### config.mk
export PLATFORM = sky130hd
export DESIGN_NAME = difference_shift_reg_flat
export DESIGN_NICKNAME = d
export VERILOG_FILES = /design/src/rtl/difference_shift_reg_if.sv /design/src/rtl/difference_shift_reg.sv /design/src/flat_wrapper.sv
export SDC_FILE = /design/constraint.sdc
export NUM_CORES = 1
export LEC_CHECK = 0
export ABC_AREA = 1
export CAP_MARGIN = 5
export CORE_MARGIN = 2
export CORE_UTILIZATION = 50
export CTS_CLUSTER_SIZE = 12
export DETAILED_ROUTE_END_ITERATION = 7
export GPL_TIMING_DRIVEN = 0
export PLACE_DENSITY = 0.88
export SLEW_MARGIN = 20
export SYNTH_ARGS = -nofsm -noshare
export SYNTH_HDL_FRONTEND = slang
export SYNTH_SLANG_ARGS = --single-unit
### constraint.sdc
create_clock -name CLK -period 2.2 [get_ports CLK]
set_clock_uncertainty 0.2 [all_clocks]
set_input_delay 0.44 -clock CLK [delete_from_list [all_inputs] [get_ports CLK]]
set_output_delay 0.44 -clock CLK [all_outputs]
set_load 0.02 [all_outputs]
### src/rtl/difference_shift_reg_if.sv
// Bus between the serial subtractor and the difference collector: serial
// inputs driven by the datapath, parallel result and status read back.
interface difference_shift_reg_if #(
    parameter int unsigned WIDTH = 8
);
    logic             Start;
    logic             Sin;
    logic             Bin;
    logic [WIDTH-1:0] Dout;
    logic             Borrow;
    logic             Busy;
    logic             Done;

    modport master (
        output Start, Sin, Bin,
        input  Dout, Borrow, Busy, Done
    );

    modport slave (
        input  Start, Sin, Bin,
        output Dout, Borrow, Busy, Done
    );
endinterface

### src/rtl/difference_shift_reg.sv
// Serial-in, parallel-out collector for the bit-serial subtractor. Gathers
// WIDTH difference bits (LSB first) plus the final borrow and publishes them
// as one word with a single-cycle Done strobe.
module difference_shift_reg #(
    parameter int unsigned WIDTH = 8
) (
    input  logic                     CLK,
    input  logic                     R,
    difference_shift_reg_if.slave    bus
);

    localparam int unsigned CntW = (WIDTH > 2) ? $clog2(WIDTH) : 1;
    localparam logic [CntW-1:0] CntLast = CntW'(WIDTH - 1);

    typedef enum logic [0:0] {StIdle, StShift} state_e;

    state_e           state_q, state_d;
    logic [CntW-1:0]  cnt_q, cnt_d;
    logic [WIDTH-1:0] sr_q, sr_d;
    logic [WIDTH-1:0] dout_q, dout_d;
    logic             borrow_q, borrow_d;
    logic             done_q, done_d;

    // Next-state: arm on Start, shift while collecting, publish on the last bit.
    always_comb begin
        state_d  = state_q;
        cnt_d    = cnt_q;
        sr_d     = sr_q;
        dout_d   = dout_q;
        borrow_d = borrow_q;
        done_d   = 1'b0;
        unique case (state_q)
            StIdle: begin
                // Sin/Bin are not looked at here, so an undriven stream cannot leak in.
                if (bus.Start) begin
                    state_d = StShift;
                    cnt_d   = '0;
                    sr_d    = '0;
                end
            end
            StShift: begin
                if (cnt_q == CntLast) begin
                    dout_d   = {bus.Sin, sr_q[WIDTH-1:1]};
                    borrow_d = bus.Bin;
                    done_d   = 1'b1;
                    state_d  = bus.Start ? StShift : StIdle;
                    cnt_d    = '0;
                    sr_d     = '0;
                end else if (bus.Start) begin
                    // Restart mid-word: discard partial bits, keep last published word.
                    cnt_d = '0;
                    sr_d  = '0;
                end else begin
                    sr_d  = {bus.Sin, sr_q[WIDTH-1:1]};
                    cnt_d = CntW'(cnt_q + 1'b1);
                end
            end
            default: state_d = StIdle;
        endcase
    end

    // State register with synchronous reset that overrides everything.
    always_ff @(posedge CLK) begin
        if (R) begin
            state_q  <= StIdle;
            cnt_q    <= '0;
            sr_q     <= '0;
            dout_q   <= '0;
            borrow_q <= 1'b0;
            done_q   <= 1'b0;
        end else begin
            state_q  <= state_d;
            cnt_q    <= cnt_d;
            sr_q     <= sr_d;
            dout_q   <= dout_d;
            borrow_q <= borrow_d;
            done_q   <= done_d;
        end
    end

    assign bus.Dout   = dout_q;
    assign bus.Borrow = borrow_q;
    assign bus.Busy   = (state_q == StShift);
    assign bus.Done   = done_q;

endmodule

### src/flat_wrapper.sv
// flat-port wrapper written by rule: the top's interface ports become plain ports
module difference_shift_reg_flat 
#(
    parameter int unsigned WIDTH = 8
)
  (CLK, R, bus_Start, bus_Sin, bus_Bin, bus_Dout, bus_Borrow, bus_Busy, bus_Done);
  difference_shift_reg_if #(.WIDTH(WIDTH)) bus_i ();
  input  logic CLK;
  input  logic R;
  input wire logic [$bits(bus_i.Start)-1:0] bus_Start;
  input wire logic [$bits(bus_i.Sin)-1:0] bus_Sin;
  input wire logic [$bits(bus_i.Bin)-1:0] bus_Bin;
  output wire logic [$bits(bus_i.Dout)-1:0] bus_Dout;
  output wire logic [$bits(bus_i.Borrow)-1:0] bus_Borrow;
  output wire logic [$bits(bus_i.Busy)-1:0] bus_Busy;
  output wire logic [$bits(bus_i.Done)-1:0] bus_Done;
  assign bus_i.Start = bus_Start;
  assign bus_i.Sin = bus_Sin;
  assign bus_i.Bin = bus_Bin;
  assign bus_Dout = bus_i.Dout;
  assign bus_Borrow = bus_i.Borrow;
  assign bus_Busy = bus_i.Busy;
  assign bus_Done = bus_i.Done;
  difference_shift_reg #(.WIDTH(WIDTH)) u_core (.CLK(CLK), .R(R), .bus(bus_i));
endmodule
==> metrics.md <==
| Metric | Value |
|---|---|
| Synthesized Nets | `120` |
| CP Data Required Time | `around 1.6 ns` |
| Crit path DAT | `between 1 and 1.5 ns` |
| Number of global-route vias before repair | `around 630` |
| Root Driver | `clkbuf_4` |
| Post-CTS Setup Inserts | `0` |
| Final WL | `approximately 1500 um` |
| Width of the chip | `about 45 um` |
| Gates resized, CTS repair | `0` |
| Seq cells post-synth | `21` |
| Place WS | `0.450 ns` |
| Via count | `715` |
| Synth top area share | `about half` |
| Layout area overhead | `23.7%` |
| Nets@finish | `140` |
| Die area | `2000 um2` |
| YS warnings | `0` |
| Min-Delay Path Class | `reg2reg` |
| Routed Antenna Nets | `0` |
| Yosys cell types | `16` |
| F_max | `0.484 GHz` |
| Synth area leader | `dfxtp_1` |
| First-pass iteration count of the detailed router | `4` |
| Least-Margin Pin Slew | `0.454 ns` |
| Worst IR Drop VDD | `0.387 mV` |
| Post-layout util | `between 60% and 70%` |
| Buf/Inv on CP | `1` |
| Fin crit period | `around 2.1 ns` |
| Max-cap violations | `0` |
| Cell Pwr Density | `just under 600 nW/um2` |
| Met2 Usage GRT | `a little under a third` |
| Met3 Track Usage GR | `under 10%` |
| Share of cells above drive strength 1 | `between 6 and 7%` |
| WS Path Type | `reg2out` |
| Core Region | `approximately 1500 um2` |
| CTS tree | `built` |
| Slowest cell on crit path | `clkdlybuf4s50_1` |
| CTS buffer count | `3` |
| Worst-path clk slew | `about 0.11 ns` |
| Synth Cell Area | `about 830 um2` |
| IO buf count | `15` |
| Status | `finished, final reports clean` |
| Crit. End Element | `primary output` |
| Grt met1 use | `20.9%` |
| Reg-to-reg endpoint | `u_core.bus.Dout[5]` |
| Crit start category | `flop` |
| Fin crit share | `between 90 and 100%` |
| Hpwl dp | `1100 um` |
| First-pass GRT wire length | `between 2000 and 3000 um` |
| WL/cell | `10.4 um` |
| Fin. Hold Viols | `0` |
| Cell Rows | `14` |
| Synth Instances | `approximately 110` |
| Rel. slew slack | `between 60% and 70%` |
| Grt total ovfl | `0` |
| RePlAce Congestion | `about 0.74` |
| Clock tree buffer depth | `2` |
| Largest stage delay, worst path | `0.66 ns` |
| Final TNS setup | `0 ns` |
| Io pins | `16` |
| Fill count | `125` |
| Syn_area_per_cell | `approximately 7.4 um2` |
| Slew Viols, Final | `0` |
| Setup ws final | `~0.13 ns` |
| Leak | `0.385 nW` |
| R2R Path Start | `u_core.cnt_q[0]` |
| Starting DRT DRC Count | `27` |
| Sequential area share after synthesis | `about half` |
| Remaining DRCs | `0` |
| Final setup viols | `0` |
| Crit path max-delay family | `buffers and inverters` |
| Tot GR Track Use | `17.5%` |
| Hold Startpoint | `u_core.sr_q[1]` |
| CP cell instances | `clkdlybuf4s50_1` |
| Latest clock arrival within the worst-skew pair | `0.30 ns` |
| R2R Setup Slk | `about 0.51 ns` |
| Initial antenna violation count | `0` |
| Ant. Diodes | `0` |
| Hold depth | `2` |
| Pwr Total | `between 0.6 and 0.7 mW` |
| Largest net degree at the start of global routing | `12` |
| CTS sink cnt | `21` |
| R2R cell count | `6` |
| Hold_buf cts | `0` |
| Drt via density | `4.86` |
| Unrepaired setup endpoints after global routing | `no` |
| # H-tree levels | `1` |
| WHS Endpoint | `u_core.sr_q[1]` |
| Initial Util | `54.4%` |
| Critical Path Fanout Max | `6` |
| Area contributors post-synth | `dfxtp_1, nor2_1, nand2_1` |
| Hold WS | `0.273 ns` |
| Busiest grt layer | `met2` |
| Die Ht | `about 45 um` |
==> metrics by stage <==
step | cell area (um2) | instances
2_1_floorplan | 830 | 112
3_5_place_dp | 1000 | 143
5_1_grt | 1030 | 147
6_report | 1030 | 147
4_1_cts | 1030 | 147
3_3_place_gp | 1000 | 143
==> layer usage <==
| layer | vias up | share of wire (%) |
|---|---|---|
| met5 | - | 0 |
| met4 | 0 | 0.52 |
| met3 | 2 | 4.9 |
| met2 | 17 | 51 |
| met1 | 311 | 44 |
| li1 | 385 | - |
==> report_power, final <==
part / internal [mW] / switching, mW / leakage (nW)
combinational: 0.0161 / 0.0256 / 0.201
clock: 0.0705 / 0.109 / 0.0150
sequential: 0.383 / 0.00395 / 0.170
total: 0.470 / 0.139 / 0.385
==> state kept, by name, indices dropped and copies added (netlist names) <==
register / flops
u_core.cnt_q: 3
u_core.sr_q: 7
u_core.bus.Busy: 1
u_core.bus.Dout: 8
u_core.bus.Borrow: 1
u_core.bus.Done: 1
==> layout by cell type (no fill, tap or decap) <==
cell             count
a211oi_1             1
dfxtp_1             21
ha_1                 3
a21oi_1              9
inv_1               11
nor2_1              30
nand2_1             20
clkbuf_1             2
nand2_2              1
inv_2                1
clkbuf_4             3
clkdlybuf4s50_1     15
buf_2                1
nand3_1              1
nor2_2               1
clkinv_1             1
o21ai_0              9
nor2_4               1
==> Yosys cell counts <==
cell type,instances
nor2_1,30
nor2_4,1
a211oi_1,1
a21oi_1,9
buf_2,1
clkinv_1,1
o21ai_0,9
nor2_2,1
inv_2,1
dfxtp_1,21
clkbuf_1,1
nand2_1,20
nand2_2,1
ha_1,3
nand3_1,1
inv_1,11
==> cell families (layout without fill, tap and decap cells) <==
| group | after synthesis | after routing | synth area share (%) |
|---|---|---|---|
| fa+ha+maj | 3 | 3 | 4.53 |
| simple gates | 54 | 54 | 26.1 |
| flops | 21 | 21 | 50.7 |
| buf+inv | 15 | 34 | 6.94 |
| compound gates | 19 | 19 | 11.8 |
==> how the worst max path moves through the flow <==
| stage | start | endpoint | slack, ns | depth (start not counted) |
|---|---|---|---|---|
| final | u_core.bus.Busy | bus_Busy | 0.13 | 1 |
| after global routing | u_core.bus.Busy | bus_Busy | 0.07 | 1 |
| after CTS | u_core.bus.Busy | bus_Busy | 0.13 | 1 |
| after detailed placement | R | u_core.sr_q[7] | 0.45 | 3 |
| after global placement | u_core.bus.Busy | bus_Busy | 0.47 | 1 |
| after floorplan | u_core.cnt_q[0] | u_core.bus.Borrow | 0.72 | 6 |
==> layout make-up <==
class / instances / area [um2] / area share [%]
tap: 16 / 20.0 / 1.95
inverter: 13 / 48.8 / 4.76
clock buffer: 4 / 26.3 / 2.56
multi-input combinational: 76 / 352 / 34.3
sequential: 21 / 420 / 41.0
buffer: 2 / 8.76 / 0.854
timing repair buffer: 15 / 150 / 14.6
Note: power is estimated with default switching activity, not from simulation.
